`src/rtl/mips_cpu_pkg.sv`:
```
// ============================================================================
// Module   : mips_cpu_pkg
// Brief    : Shared types and encodings for the multi-cycle MIPS control unit.
// Revision : 1.0 - initial release
// ============================================================================
`default_nettype none

package mips_cpu_pkg;

  typedef enum logic [2:0] {
    ST_FETCH  = 3'd0,
    ST_DECODE = 3'd1,
    ST_EXEC   = 3'd2,
    ST_MEM    = 3'd3,
    ST_WB     = 3'd4,
    ST_HALT   = 3'd5
  } state_t;

  localparam logic [4:0] ALU_AND  = 5'd0;
  localparam logic [4:0] ALU_OR   = 5'd1;
  localparam logic [4:0] ALU_ADD  = 5'd2;
  localparam logic [4:0] ALU_SUB  = 5'd3;
  localparam logic [4:0] ALU_SLTU = 5'd4;
  localparam logic [4:0] ALU_XOR  = 5'd5;
  localparam logic [4:0] ALU_SLL  = 5'd6;
  localparam logic [4:0] ALU_SRL  = 5'd7;
  localparam logic [4:0] ALU_SRA  = 5'd8;
  localparam logic [4:0] ALU_SLLV = 5'd9;
  localparam logic [4:0] ALU_SRLV = 5'd10;
  localparam logic [4:0] ALU_SRAV = 5'd11;

  localparam logic [5:0] OP_RTYPE = 6'h00;
  localparam logic [5:0] OP_J     = 6'h02;
  localparam logic [5:0] OP_BEQ   = 6'h04;
  localparam logic [5:0] OP_BNE   = 6'h05;
  localparam logic [5:0] OP_ADDIU = 6'h09;
  localparam logic [5:0] OP_SLTIU = 6'h0B;
  localparam logic [5:0] OP_ANDI  = 6'h0C;
  localparam logic [5:0] OP_ORI   = 6'h0D;
  localparam logic [5:0] OP_XORI  = 6'h0E;
  localparam logic [5:0] OP_LW    = 6'h23;
  localparam logic [5:0] OP_SW    = 6'h2B;

  localparam logic [5:0] FN_SLL  = 6'h00;
  localparam logic [5:0] FN_SRL  = 6'h02;
  localparam logic [5:0] FN_SRA  = 6'h03;
  localparam logic [5:0] FN_SLLV = 6'h04;
  localparam logic [5:0] FN_SRLV = 6'h06;
  localparam logic [5:0] FN_SRAV = 6'h07;
  localparam logic [5:0] FN_JR   = 6'h08;
  localparam logic [5:0] FN_ADDU = 6'h21;
  localparam logic [5:0] FN_SUBU = 6'h23;
  localparam logic [5:0] FN_AND  = 6'h24;
  localparam logic [5:0] FN_OR   = 6'h25;
  localparam logic [5:0] FN_XOR  = 6'h26;
  localparam logic [5:0] FN_SLTU = 6'h2B;

  localparam logic [1:0] PC_SRC_PC4    = 2'd0;
  localparam logic [1:0] PC_SRC_BRANCH = 2'd1;
  localparam logic [1:0] PC_SRC_JUMP   = 2'd2;
  localparam logic [1:0] PC_SRC_RS     = 2'd3;

  localparam logic [1:0] SRC_B_RT   = 2'd0;
  localparam logic [1:0] SRC_B_SEXT = 2'd1;
  localparam logic [1:0] SRC_B_ZEXT = 2'd2;

endpackage

`default_nettype wire

```
`src/rtl/mips_cpu_alu_decode.sv`:
```
// ============================================================================
// Module   : mips_cpu_alu_decode
// Brief    : Combinational opcode/funct decode to ALU op, operand-B select
//            and a legality flag for every instruction the CPU supports.
// Revision : 1.0 - initial release
// ============================================================================
`default_nettype none

module mips_cpu_alu_decode
  import mips_cpu_pkg::*;
(
  input  logic [5:0] opcode,
  input  logic [5:0] funct,
  output logic [4:0] alu_op,
  output logic [1:0] alu_src_b,
  output logic       legal
);

  always_comb begin
    alu_op    = ALU_AND;
    alu_src_b = SRC_B_RT;
    legal     = 1'b1;
    case (opcode)
      OP_RTYPE: begin
        case (funct)
          FN_AND:  alu_op = ALU_AND;
          FN_OR:   alu_op = ALU_OR;
          FN_ADDU: alu_op = ALU_ADD;
          FN_SUBU: alu_op = ALU_SUB;
          FN_SLTU: alu_op = ALU_SLTU;
          FN_XOR:  alu_op = ALU_XOR;
          FN_SLL:  alu_op = ALU_SLL;
          FN_SRL:  alu_op = ALU_SRL;
          FN_SRA:  alu_op = ALU_SRA;
          FN_SLLV: alu_op = ALU_SLLV;
          FN_SRLV: alu_op = ALU_SRLV;
          FN_SRAV: alu_op = ALU_SRAV;
          FN_JR:   alu_op = ALU_AND;
          default: legal  = 1'b0;
        endcase
      end
      OP_ADDIU: begin alu_op = ALU_ADD;  alu_src_b = SRC_B_SEXT; end
      OP_ANDI:  begin alu_op = ALU_AND;  alu_src_b = SRC_B_ZEXT; end
      OP_ORI:   begin alu_op = ALU_OR;   alu_src_b = SRC_B_ZEXT; end
      OP_XORI:  begin alu_op = ALU_XOR;  alu_src_b = SRC_B_ZEXT; end
      OP_SLTIU: begin alu_op = ALU_SLTU; alu_src_b = SRC_B_SEXT; end
      OP_LW, OP_SW: begin alu_op = ALU_ADD; alu_src_b = SRC_B_SEXT; end
      OP_BEQ, OP_BNE: begin alu_op = ALU_SUB; alu_src_b = SRC_B_RT; end
      OP_J:     alu_op = ALU_AND;
      default:  legal  = 1'b0;
    endcase
  end

endmodule

`default_nettype wire

```
`src/rtl/mips_cpu_alu_ctrl_fsm.sv`:
```
// ============================================================================
// Module   : mips_cpu_alu_ctrl_fsm
// Brief    : Multi-cycle FETCH/DECODE/EXEC/MEM/WB sequencer driving the ALU op
//            interface, memory handshake and datapath enables.
// Revision : 1.0 - initial release
// ============================================================================
`default_nettype none

module mips_cpu_alu_ctrl_fsm
  import mips_cpu_pkg::*;
#(
  parameter logic        RESET_ACTIVE = 1'b1,
  parameter logic [31:0] HALT_ADDR    = 32'h0
) (
  input  logic        clk,
  input  logic        reset_n,
  input  logic [31:0] instr,
  input  logic [31:0] rs_data,
  input  logic        alu_zero,
  input  logic        mem_waitrequest,
  output logic        mem_read,
  output logic        mem_write,
  output logic        ir_write,
  output logic        pc_write,
  output logic [1:0]  pc_src,
  output logic [4:0]  alu_op,
  output logic [4:0]  alu_sa,
  output logic [1:0]  alu_src_b,
  output logic        reg_dst,
  output logic        mem_to_reg,
  output logic        reg_write,
  output logic        active,
  output logic        illegal
);

  state_t     state;
  state_t     state_next;
  logic       active_next;
  logic       illegal_next;

  logic [5:0] opcode;
  logic [5:0] funct;
  logic [4:0] dec_alu_op;
  logic [1:0] dec_src_b;
  logic       dec_legal;

  logic       is_rtype, is_j, is_jr, is_beq, is_bne, is_lw, is_sw;
  logic       branch_taken;
  logic       unused_instr_bits;

  assign opcode   = instr[31:26];
  assign funct    = instr[5:0];
  assign is_rtype = (opcode == OP_RTYPE);
  assign is_jr    = is_rtype && (funct == FN_JR);
  assign is_j     = (opcode == OP_J);
  assign is_beq   = (opcode == OP_BEQ);
  assign is_bne   = (opcode == OP_BNE);
  assign is_lw    = (opcode == OP_LW);
  assign is_sw    = (opcode == OP_SW);
  assign branch_taken = (is_beq && alu_zero) || (is_bne && !alu_zero);
  // Register specifiers and immediates are consumed by the datapath, not here.
  assign unused_instr_bits = ^instr[25:11];

  mips_cpu_alu_decode u_alu_decode (
    .opcode    (opcode),
    .funct     (funct),
    .alu_op    (dec_alu_op),
    .alu_src_b (dec_src_b),
    .legal     (dec_legal)
  );

  always_ff @(posedge clk or negedge reset_n) begin
    if (!reset_n) begin
      state   <= ST_FETCH;
      active  <= RESET_ACTIVE;
      illegal <= 1'b0;
    end else begin
      state   <= state_next;
      active  <= active_next;
      illegal <= illegal_next;
    end
  end

  always_comb begin
    state_next   = state;
    active_next  = active;
    illegal_next = illegal;
    mem_read     = 1'b0;
    mem_write    = 1'b0;
    ir_write     = 1'b0;
    pc_write     = 1'b0;
    pc_src       = PC_SRC_PC4;
    alu_op       = ALU_AND;
    alu_sa       = 5'd0;
    alu_src_b    = SRC_B_RT;
    reg_dst      = 1'b0;
    mem_to_reg   = 1'b0;
    reg_write    = 1'b0;
    // Strobes are gated by reset so an in-flight transfer is dropped at once.
    if (reset_n) begin
      case (state)
        ST_FETCH: begin
          mem_read = 1'b1;
          if (!mem_waitrequest) begin
            ir_write   = 1'b1;
            pc_write   = 1'b1;
            pc_src     = PC_SRC_PC4;
            state_next = ST_DECODE;
          end
        end
        ST_DECODE: begin
          if (!dec_legal) begin
            illegal_next = 1'b1;
            active_next  = 1'b0;
            state_next   = ST_HALT;
          end else if (is_j) begin
            pc_write   = 1'b1;
            pc_src     = PC_SRC_JUMP;
            state_next = ST_FETCH;
          end else if (is_jr) begin
            if (rs_data == HALT_ADDR) begin
              active_next = 1'b0;
              state_next  = ST_HALT;
            end else begin
              pc_write   = 1'b1;
              pc_src     = PC_SRC_RS;
              state_next = ST_FETCH;
            end
          end else begin
            state_next = ST_EXEC;
          end
        end
        ST_EXEC: begin
          alu_op    = dec_alu_op;
          alu_src_b = dec_src_b;
          alu_sa    = instr[10:6];
          if (is_lw || is_sw) begin
            state_next = ST_MEM;
          end else if (is_beq || is_bne) begin
            pc_write   = branch_taken;
            pc_src     = branch_taken ? PC_SRC_BRANCH : PC_SRC_PC4;
            state_next = ST_FETCH;
          end else begin
            state_next = ST_WB;
          end
        end
        ST_MEM: begin
          // Address computation stays on the ALU for the whole transfer.
          alu_op    = dec_alu_op;
          alu_src_b = dec_src_b;
          alu_sa    = instr[10:6];
          mem_read  = is_lw;
          mem_write = !is_lw;
          if (!mem_waitrequest) begin
            state_next = is_lw ? ST_WB : ST_FETCH;
          end
        end
        ST_WB: begin
          reg_write  = 1'b1;
          reg_dst    = is_rtype;
          mem_to_reg = is_lw;
          state_next = ST_FETCH;
        end
        ST_HALT: begin
          active_next = 1'b0;
        end
        default: begin
          state_next = ST_FETCH;
        end
      endcase
    end
  end

endmodule

`default_nettype wire

```
`config.mk`:
```
export PLATFORM = sky130hd
export DESIGN_NAME = mips_cpu_alu_ctrl_fsm
export DESIGN_NICKNAME = d
export VERILOG_FILES = /design/src/rtl/mips_cpu_pkg.sv /design/src/rtl/mips_cpu_alu_decode.sv /design/src/rtl/mips_cpu_alu_ctrl_fsm.sv
export SDC_FILE = /design/constraint.sdc
export NUM_CORES = 1
export LEC_CHECK = 0
export CAP_MARGIN = 10
export CORE_ASPECT_RATIO = 0.7
export CORE_MARGIN = 2
export CORE_UTILIZATION = 25
export DETAILED_ROUTE_END_ITERATION = 16
export PLACE_DENSITY = 0.67
export REMOVE_ABC_BUFFERS = 1
export SKIP_LAST_GASP = 1
export SYNTH_ARGS = -nofsm -noshare
export SYNTH_HDL_FRONTEND = slang
export SYNTH_HIERARCHICAL = 1
export SYNTH_SLANG_ARGS = --single-unit
```
`constraint.sdc`:
```
create_clock -name clk -period 7.29 [get_ports clk]
set_input_delay 1.0935 -clock clk [delete_from_list [all_inputs] [get_ports clk]]
set_output_delay 1.0935 -clock clk [all_outputs]
set_load 0.01 [all_outputs]
```
Word level (Yosys, flattened, before mapping)
Cells that the tools add are included.
Widths: inputs -> output; s select.
Word-level totals
  input port bits: 68
  logic and storage cells: 116
  output and inout port bits: 23
  bits in registers: 5
Operators by class
  bitwise gates (word level): 2
  eq/ne operators: 32
  muxes and demuxes: 56
  reductions and logical operators: 23
Operator list (number)
  $eq 6x6->1 const B: 8
  $pmux 4 s11: 1
  $eq 6x4->1 const B: 6
  $logic_not 32->1: 1
  $eq 6x3->1 const B: 5
  $pmux 5 s6: 1
  $mux 1: 27
  $mux 3: 9
  $mux 5: 4
  $eq 6x2->1 const B: 3
  $pmux 3 s5: 1
  $mux 2: 7
  $reduce_or 13->1: 1
  $logic_not 6->1: 2
  $reduce_or 10->1: 1
  $ne 3x3->1 const B: 3
  $pmux 2 s2: 2
  $eq 3x2->1 const B: 2
  $eq 3x3->1 const B: 2
  $pmux 1 s2: 3
  $reduce_or 3->1: 2
  $reduce_and 5->1: 1
  $ne 2x2->1 const B: 2
  $reduce_and 4->1: 1
  other kinds (11): 18

Logic depth before layout (Yosys ltp)
  depth after elaboration: 8
  gate-level depth with buffers: 10
  mapped depth without buffers: 9

Hierarchy
Netlist, hierarchy kept.
By module, submodules not included
  mips_cpu_alu_ctrl_fsm: seq. area each 126.4 um2, instances 1, cells each 96, area each 683.2 um2
  mips_cpu_alu_decode: seq. area each 0.0 um2, instances 1, cells each 63, area each 410.4 um2

Least setup slack after synthesis
OpenSTA, ideal clock, no wires.
  path kind: input -> output
  from: input port instr[29]
  to: output port pc_src[0]
  path slack: 3.323 ns
  arrival: 2.874 ns
  cell stages on the path: 10
  required time: 6.196 ns
  path through: buf_6 -> or3_4 -> nor3_4 -> nand2_2 -> o31ai_1 -> nor2b_1 -> and2_1 -> nand2_1 -> nor3_1 -> o21a_1
On the way
  elaborated cells between the ends (all ways): 27
  those cells by class: eq/ne (10); mux (9); reduce/logical (8)
RTL lines
  from (decl): RTL line mips_cpu_alu_ctrl_fsm.sv:17  | input logic [31:0] instr,
  $eq 6x2->1, or another cell as far along: RTL line mips_cpu_alu_decode.sv:23  | case (opcode)
  $reduce_or 10->1 (no source line)
  $pmux 1 s2 *: RTL line mips_cpu_alu_decode.sv:23
  via dec_legal: RTL line mips_cpu_alu_ctrl_fsm.sv:45  | logic dec_legal;
  $mux 2 *: RTL line mips_cpu_alu_ctrl_fsm.sv:112  | if (!dec_legal) begin
  $pmux 2 s2 *: RTL line mips_cpu_alu_ctrl_fsm.sv:101  | case (state)
  $mux 2 *: RTL line mips_cpu_alu_ctrl_fsm.sv:100  | if (reset_n) begin
  to (decl): RTL line mips_cpu_alu_ctrl_fsm.sv:25  | output logic [1:0] pc_src,
The timed path passes the listed nets; every way through them passes the cells marked *.

Final worst setup path
  from: input port instr[27]
  to: output port pc_src[0]
Same word-level chain as after synthesis.

==> metrics.cfg <==
[timing]
setup_viol=0
fin_setup_tns_ps=0
period_minus_slack_ps=5432
finClkSkew_ps=0.7969
tightest_slew_ps=735.7
hold-worst-slack_ps=462.7
relSlewSlack=0.5077
min_period_over_period=0.7452
slew_violations=0
hold_viol=0
max_freq_mhz=184.1
rsz0062_at_grt=no

[status]
status=finished clean

[synth]
yosys_warnings=6
yosysTopAreaCellShare=0.09153
seq_area_frac_synth=0.1156
ys_types=48
synthFlopType=dfrtp_1
syn_inst=159
synth_area_leaders=dfrtp_1, and2_1, nor2_1
synth_area_leader_cell=dfrtp_1
synthArstFlopShare=1.000
synth_seq_cells=5
syn_area_sq_mm=0.001094
avgSynthCellArea_sq_um=6.878
synth_edf_count=0

[detailed_routing]
drtIter0Drc=74
via_per_inst=4.996
wl_per_cell_microns=11.97
first_pass_iters=4
ant_nets=0
via_count=1409
totalWireLength_microns=3375
drc_errors=0

[critical_path]
arrival_ps=4340
path_class=in -> out
endpoint_kind=output pin
start_kind=input pin
critPathRequiredTime_ps=6200
crit_fanout=16
reg2reg_depth=4

[grt]
grt_usage=0.1433
grt_pass1_wl_microns=5809
grt_overflow=0
grt_max_degree=17
antenna_found_initial=0
grt_pass1_vias=1271

[cts]
ctsResizeCount=0
clock_latency_ps=220
clock-root-buffer=clkbuf_8
clock_path_buffers=2
cts_hold_buf=0
cts_htree_levels=1
post_cts_buffers=0
clk_pin_slew_worst_paths_ps=40
cts_tree=built
cts_buffers=3
cts.sinks=5

[layout]
areaGrowthSynthToFinish_pct=72.54
fin_nets=296
diodes=0
final_common_cell=clkdlybuf4s50_1
final_cell_mix=clkdlybuf4s50_1, nor2_1, and2_1, nand2_1, a21oi_1
n_fill_cell=440
layout-drive-gt1-share=0.07930

[floorplan]
core-area_sq_mm=0.004279
ioPinCount=91
die_h_microns=59.34
start_util=0.2556
rows=20
die_width_microns=83.05
die_area_sq_mm=0.004928

[power]
powerDensity_mw_per_mm2=108.7
p_leak_nw=0.6578
ir_worst_vdd_mv=0.07832

[hold_path]
min_path_type=reg -> reg
whs_path_depth=2

[placed_design]
dp_hpwl_microns=2805
placement.io_buffers=74
gp_congestion=0.8290

[job]
maxCapViolCount=0

-- metrics by stage --
stage	worst slack, ps	instances	utilization	cell area [sq um]	power [mW]
after CTS	1844	282	0.4409	1887	0.2074
after global placement	1882	278	0.4304	1842	0.1525
final	1858	282	0.4409	1887	0.2050
after global routing	1556	282	0.4409	1887	0.2214
after detailed placement	1865	278	0.4304	1842	0.1532
after floorplan	3419	149	-	1032	0.09696
-- power breakdown --
part | switching (mW) | leakage (nW) | total [mW] | internal (mW)
Clock | 0.0145 | 0.0228 | 0.0521 | 0.0376
Sequential | 0.0154 | 0.0553 | 0.0487 | 0.0333
Combinational | 0.0476 | 0.580 | 0.104 | 0.0566
-- flip-flops by register name, indices dropped and copies added (netlist names) --
name / cells
state: 3
illegal: 1
active: 1
-- cells by family (layout without fill, tap and decap cells) --
family | after synthesis | count (layout) | synth area share
compound gates | 36 | 36 | 0.2426
xor+xnor | 3 | 3 | 0.02403
buf+inv | 18 | 86 | 0.08352
flops | 5 | 5 | 0.1156
mux | 4 | 4 | 0.03661
other cells | 1 | 1 | 0.003429
simple gates | 92 | 92 | 0.4943
-- final cells by class --
type,count,area [sq um],share of cell area
Sequential cell,5,126.4,0.06698
Tap cell,55,68.82,0.03647
Inverter,8,30.03,0.01592
Clock buffer,4,45.04,0.02387
Timing Repair Buffer,74,740.7,0.3926
Multi-Input combinational cell,136,875.8,0.4642
-- worst paths after layout --
check                                from         to  slack [ps]
worst max-delay path            instr[27]  pc_src[0]        1860
max in group asynchronous         reset_n     active        5750
min in group asynchronous         reset_n   state[1]        1200
worst max register to register   state[2]   state[2]        5570
worst min-delay path              illegal    illegal         460
worst min register to register    illegal    illegal         460
-- synth_stat cells, types with 3 or more instances --
master     n
nor2_1    19
and2_1    13
nand2_1   13
a21oi_1    9
inv_1      8
nor4_1     8
nor3_1     7
clkbuf_1   5
nor2b_1    5
o21ai_0    5
dfrtp_1    4
mux2i_1    4
nand3_1    4
nand2b_1   3
nand4_1    3
nor3b_1    3
o22ai_1    3
xor2_1     3
-- critical path, stage by stage --
cell	delay [ps]
clkdlybuf4s50_1	660
or3_4	510
nor3_4	140
nand2_2	100
o31ai_1	460
nor2b_1	260
and2_1	180
nand2_1	70
nor3_1	180
o21a_1	130
clkdlybuf4s50_1	540
-- per-layer routing --
layer  track usage  vias to the layer above  part of all wire  wire [microns]
li1              -                      726                 -               -
met4       0.02810                        0            0.0056              19
met2        0.2224                       67              0.41            1369
met1        0.1993                      614              0.50            1696
met3       0.04318                        2             0.086             290
met5             0                        -                 0               0
Power figures use the tool's default switching activity.
